### config.mk
export PLATFORM = sky130hd
export DESIGN_NAME = alu_sync_controller
export DESIGN_NICKNAME = d
export VERILOG_FILES = /design/src/rtl/alu_sync_controller.sv
export SDC_FILE = /design/constraint.sdc
export NUM_CORES = 1
export LEC_CHECK = 0
export CORE_UTILIZATION = 44
export DETAILED_ROUTE_END_ITERATION = 7
export GPL_TIMING_DRIVEN = 0
export PLACE_DENSITY = 0.87
export RECOVER_POWER = 100
export SLEW_MARGIN = 10
export SYNTH_ARGS = -nofsm -noshare
export SYNTH_HDL_FRONTEND = slang
export SYNTH_SLANG_ARGS = --single-unit
### constraint.sdc
create_clock -name clock -period 3.05 [get_ports clock]
set_clock_uncertainty 0.05 [all_clocks]
set_input_delay 0.61 -clock clock [delete_from_list [all_inputs] [get_ports clock]]
set_output_delay 0.61 -clock clock [all_outputs]
set_load 0.02 [all_outputs]
### src/rtl/alu_sync_controller.sv
// Request/response sequencer between a CPU pipeline and an ALU with combinational and iterative paths.
// Optional watchdog on the iterative wait: define ALU_SYNC_CTRL_TIMEOUT_EN.
module alu_sync_controller #(
  parameter  int unsigned TIMEOUT_CYCLES = 40,
  localparam int unsigned OP_W           = 5,
  localparam int unsigned DATA_W         = 32,
  localparam int unsigned TAG_W          = 5
) (
  input  logic              clock,
  input  logic              reset_n,
  input  logic              req_valid,
  output logic              req_ready,
  input  logic [OP_W-1:0]   req_op,
  input  logic [DATA_W-1:0] req_in1,
  input  logic [DATA_W-1:0] req_in2,
  input  logic [TAG_W-1:0]  req_tag,
  output logic              resp_valid,
  input  logic              resp_ready,
  output logic [DATA_W-1:0] resp_data,
  output logic [TAG_W-1:0]  resp_tag,
  output logic              resp_error,
  output logic [OP_W-1:0]   alu_operation,
  output logic [DATA_W-1:0] alu_in1,
  output logic [DATA_W-1:0] alu_in2,
  output logic              alu_trigger_sync,
  input  logic [DATA_W-1:0] alu_out_async,
  input  logic [DATA_W-1:0] alu_out_sync,
  input  logic              alu_result_ready,
  input  logic              alu_busy
);

  typedef enum logic [2:0] {IDLE, EVAL, ISSUE, WAIT, RESP} state_t;

  typedef struct packed {
    logic [OP_W-1:0]   op;
    logic [DATA_W-1:0] in1;
    logic [DATA_W-1:0] in2;
    logic [TAG_W-1:0]  tag;
  } req_t;

  if (TIMEOUT_CYCLES == 0) begin : g_bad_timeout
    $error("TIMEOUT_CYCLES must be at least 1");
  end

  state_t            state_q, state_d;
  req_t              req_q, req_d;
  logic              trig_q, trig_d;
  logic              valid_q, valid_d;
  logic [DATA_W-1:0] data_q, data_d;
  logic              accept_c;
  logic              sync_op_c;

`ifdef ALU_SYNC_CTRL_TIMEOUT_EN
  localparam int unsigned CNT_W = $clog2(TIMEOUT_CYCLES + 1);
  logic [CNT_W-1:0] cnt_q, cnt_d;
  logic             err_q, err_d;
  assign resp_error = err_q;
`else
  assign resp_error = 1'b0;
`endif

  // Gated by reset_n so nothing is accepted while reset is held.
  assign req_ready = reset_n && (state_q == IDLE) && !alu_busy;
  assign accept_c  = req_valid && req_ready;
  assign sync_op_c = (req_op >= OP_W'(7)) && (req_op <= OP_W'(14));

  assign alu_operation    = req_q.op;
  assign alu_in1          = req_q.in1;
  assign alu_in2          = req_q.in2;
  assign resp_tag         = req_q.tag;
  assign alu_trigger_sync = trig_q;
  assign resp_valid       = valid_q;
  assign resp_data        = data_q;

  always_ff @(posedge clock or negedge reset_n) begin
    if (!reset_n) state_q <= IDLE;
    else          state_q <= state_d;
  end

  always_comb begin
    state_d = state_q;
    req_d   = req_q;
    trig_d  = 1'b0;
    valid_d = valid_q;
    data_d  = data_q;
`ifdef ALU_SYNC_CTRL_TIMEOUT_EN
    cnt_d   = cnt_q;
    err_d   = err_q;
`endif
    case (state_q)
      IDLE: begin
        if (accept_c) begin
          req_d = '{op: req_op, in1: req_in1, in2: req_in2, tag: req_tag};
          if (sync_op_c) begin
            state_d = ISSUE;
            trig_d  = 1'b1;
          end else begin
            state_d = EVAL;
          end
        end
      end
      EVAL: begin
        data_d  = alu_out_async;
        valid_d = 1'b1;
        state_d = RESP;
`ifdef ALU_SYNC_CTRL_TIMEOUT_EN
        err_d   = 1'b0;
`endif
      end
      ISSUE: begin
        state_d = WAIT;
`ifdef ALU_SYNC_CTRL_TIMEOUT_EN
        cnt_d   = '0;
`endif
      end
      // result_ready is only trusted here, after our own trigger cleared it
      WAIT: begin
        if (alu_result_ready && !alu_busy) begin
          data_d  = alu_out_sync;
          valid_d = 1'b1;
          state_d = RESP;
`ifdef ALU_SYNC_CTRL_TIMEOUT_EN
          err_d   = 1'b0;
`endif
        end
`ifdef ALU_SYNC_CTRL_TIMEOUT_EN
        else if (cnt_q == CNT_W'(TIMEOUT_CYCLES - 1)) begin
          data_d  = '0;
          err_d   = 1'b1;
          valid_d = 1'b1;
          state_d = RESP;
        end else begin
          cnt_d = cnt_q + CNT_W'(1);
        end
`endif
      end
      RESP: begin
        if (resp_ready) begin
          valid_d = 1'b0;
          state_d = IDLE;
        end
      end
      default: state_d = IDLE;
    endcase
  end

  always_ff @(posedge clock or negedge reset_n) begin
    if (!reset_n) begin
      req_q   <= '0;
      trig_q  <= 1'b0;
      valid_q <= 1'b0;
      data_q  <= '0;
    end else begin
      req_q   <= req_d;
      trig_q  <= trig_d;
      valid_q <= valid_d;
      data_q  <= data_d;
    end
  end

`ifdef ALU_SYNC_CTRL_TIMEOUT_EN
  always_ff @(posedge clock or negedge reset_n) begin
    if (!reset_n) begin
      cnt_q <= '0;
      err_q <= 1'b0;
    end else begin
      cnt_q <= cnt_d;
      err_q <= err_d;
    end
  end
`endif

endmodule

==> impl_metrics.json <==
{
  "via_per_inst": 4.88,
  "cts_buffer_depth": 2,
  "cts_resized": 0,
  "grt.overflow.total": 0,
  "vias": 3420,
  "synth_cells": 292,
  "ys_seq_elements": 111,
  "stdcell_count": 701,
  "final_net_count": 700,
  "rrSetupSlack_ns": 0.71,
  "port_buffers": 252,
  "drt_first_pass_iters": 2,
  "power_switching_uw": 2660,
  "postCtsSetupRepairBufs": 0,
  "drt_iter0_drc": 119,
  "worstPathRequired_ns": 2.39,
  "syn_area_um2": 5100,
  "grt_pass1_vias": 3556,
  "tritoncts": "built",
  "pin_count": 254,
  "cts_hold_buf": 0,
  "setup_viol_count_final": 0,
  "hold_violations": 0,
  "fin_util_pct": 70.7,
  "p_total_uw": 7440,
  "grt_antenna_before_repair": 0,
  "critPathLaunchType": "primary input",
  "r2r-start": "state_q[0]",
  "track_usage_pct": 21.3,
  "dieArea_um2": 12000,
  "drive_gt1_share_pct": 18.0,
  "syn2layout_area_growth_pct": 53.6,
  "grt_max_degree": 87,
  "clock_sinks": 111,
  "vdd_drop_max_v": 0.000749,
  "crit_arrival_ns": 2.17,
  "initial_core_util_pct": 46.1,
  "p_clk_share_pct": 17.1,
  "die_w_um": 110,
  "coreArea_um2": 11100,
  "rr_endpoint": "alu_in1[22]",
  "pwr-share-comb_pct": 47.9,
  "synth_nets": 436,
  "worstMarginPinSlew_ns": 0.632,
  "finalSetupTns_ns": 0,
  "power.density_nw_per_um2": 950,
  "r2r_cells": 5,
  "period_share_pct": 92.7,
  "cts-htree-levels": 3,
  "slew_headroom_pct": 57.9,
  "fmax_mhz": 354,
  "dpl.cell_count": 685,
  "ant_nets": 0,
  "seqPwrFrac_pct": 35.0,
  "yosysUniqueCellTypes": 25,
  "swShare_pct": 35.7,
  "rows": 38,
  "drc": 0,
  "worstSkewPairLatency_ns": 0.34,
  "fin_crit_ns": 2.83,
  "synth_area_leaders": "dfrtp_1, mux2_4, mux2_2, buf_6, nand3b_1",
  "die_y_um": 110,
  "cts-root-buf": "clkbuf_16",
  "rsz0062_at_grt": "no",
  "path_clk_slew_ns": 0.07,
  "n_antenna_cell": 0,
  "drt_wl_total_um": 12300,
  "place_hpwl_um": 9470,
  "seq_area_frac_synth_pct": 54.4,
  "place_congestion": 0.719,
  "cp_max_fo": 86,
  "drv_cap": 0,
  "critical_path_class": "in2out",
  "yosysWarningCount": 0,
  "power.internal_uw": 4780,
  "drv_slew": 0,
  "detail_route.wl_per_cell_um": 17.5,
  "critPathCaptureType": "primary output",
  "post_synth.cell_area_avg_um2": 17.5,
  "hold_path_class": "in2async",
  "grt_pass1_wl_um": 19000,
  "cts_buffers": 9,
  "status": "finished, final reports clean",
  "synth_largest_area_cell": "dfrtp_1",
  "yosysTopAreaCellShare_pct": 54.4,
  "leakagePower_uw": 0.00349
}
==> how the worst max path moves through the flow <==
stage,endpoint,startpoint
2_1_floorplan,resp_data[10],alu_busy
3_3_place_gp,req_ready,reset_n
3_5_place_dp,req_ready,reset_n
4_1_cts,req_ready,reset_n
5_1_grt,req_ready,reset_n
6_report,req_ready,reset_n
==> layout by cell type, fill, tap and decap left out <==
cell type        count
clkbuf_1            10
or2_2                1
clkbuf_16            9
bufinv_16            2
and3_1               1
nand2b_1             2
buf_6                4
mux2_4              43
dfrtp_1            111
conb_1               1
o21ai_0              2
buf_16               1
clkinvlp_4           1
a21oi_1              3
nand3b_4             1
clkbuf_2             1
nor2b_1              1
mux2_1              66
mux2_2              30
buf_2                1
nand3b_1             3
inv_8                1
nand4b_1             1
nor2_1               2
mux2i_1              1
nor4b_1              1
clkbuf_8             1
nand2_1              1
clkinv_2             1
buf_4                1
and3b_1              2
dlygate4sd3_1      109
nor3_2               1
clkdlybuf4s50_1    142
clkinv_4             1
or2b_1               1
o21ba_2              1
==> sequential cells by signal, indices dropped and copies added (netlist names) <==
signal	count
state_q	3
resp_valid	1
alu_trigger_sync	1
alu_in2	32
alu_operation	5
resp_data	32
alu_in1	32
resp_tag	5
==> worst max-delay path: stages <==
cell and delay (ns):
buf_6 0.25, buf_16 0.36, and3b_1 0.24, clkdlybuf4s50_1 0.62
==> metal layers <==
metal / track usage, % / part of all wire [%]
met1: 24.0 / 37
met5: 0 / 0
met4: 5.05 / 1.2
met3: 7.82 / 9.1
met2: 38.2 / 53
==> power groups by stage <==
stage | Combinational [µW] | Sequential [µW] | Clock [µW]
after floorplan | 1490 | 3530 | 0
after global placement | 4290 | 2620 | 0
after detailed placement | 4370 | 2670 | 0
after CTS | 4400 | 2670 | 1310
after global routing | 3790 | 2700 | 1360
final | 3570 | 2610 | 1270
==> per-stage QoR <==
stage | setup slack [ns] | cell area, µm² | hold WS (ns)
3_3_place_gp | -3.40 | 7800 | 0.435
5_1_grt | 0.0926 | 7840 | 0.0714
6_report | 0.223 | 7840 | 0.0708
3_5_place_dp | 0.216 | 7830 | 0.441
2_1_floorplan | 1.34 | 5100 | 0.264
4_1_cts | 0.204 | 8160 | 0.0635
==> cell families (layout without fill, tap and decap cells) <==
group                  count (synthesis)  after routing  share of synthesized area (%)
AO/OA/AOI/OAI                          6              6                          0.907
buffers and inverters                 16            285                           3.02
flip-flops                           111            111                           54.4
multiplexers                         140            140                           38.9
other                                  1              1                         0.0735
AND/OR/NAND/NOR                       18             18                           2.70
==> Yosys cell counts (all sizes together) <==
master and number:
mux2 139, dfrtp 111, buf 16, nand3b 4, a21oi 3, and3b 2
nand2b 2, nor2 2, o21ai 2, and3 1, conb 1, mux2i 1
nand2 1, nand4b 1, nor2b 1, nor3 1, nor4b 1, o21ba 1
or2 1, or2b 1
==> cell type report <==
| cell class | count | area [µm²] |
|---|---|---|
| fillers | 803 | 3240 |
| flip-flops and latches | 111 | 2780 |
| repair buffers | 253 | 2550 |
| multi-input cells | 165 | 1910 |
| clock buffers | 10 | 239 |
| well taps | 140 | 175 |
| clock inverters | 6 | 92.6 |
| plain buffers | 16 | 88.8 |
No activity file was read; power rests on OpenSTA's default activity.
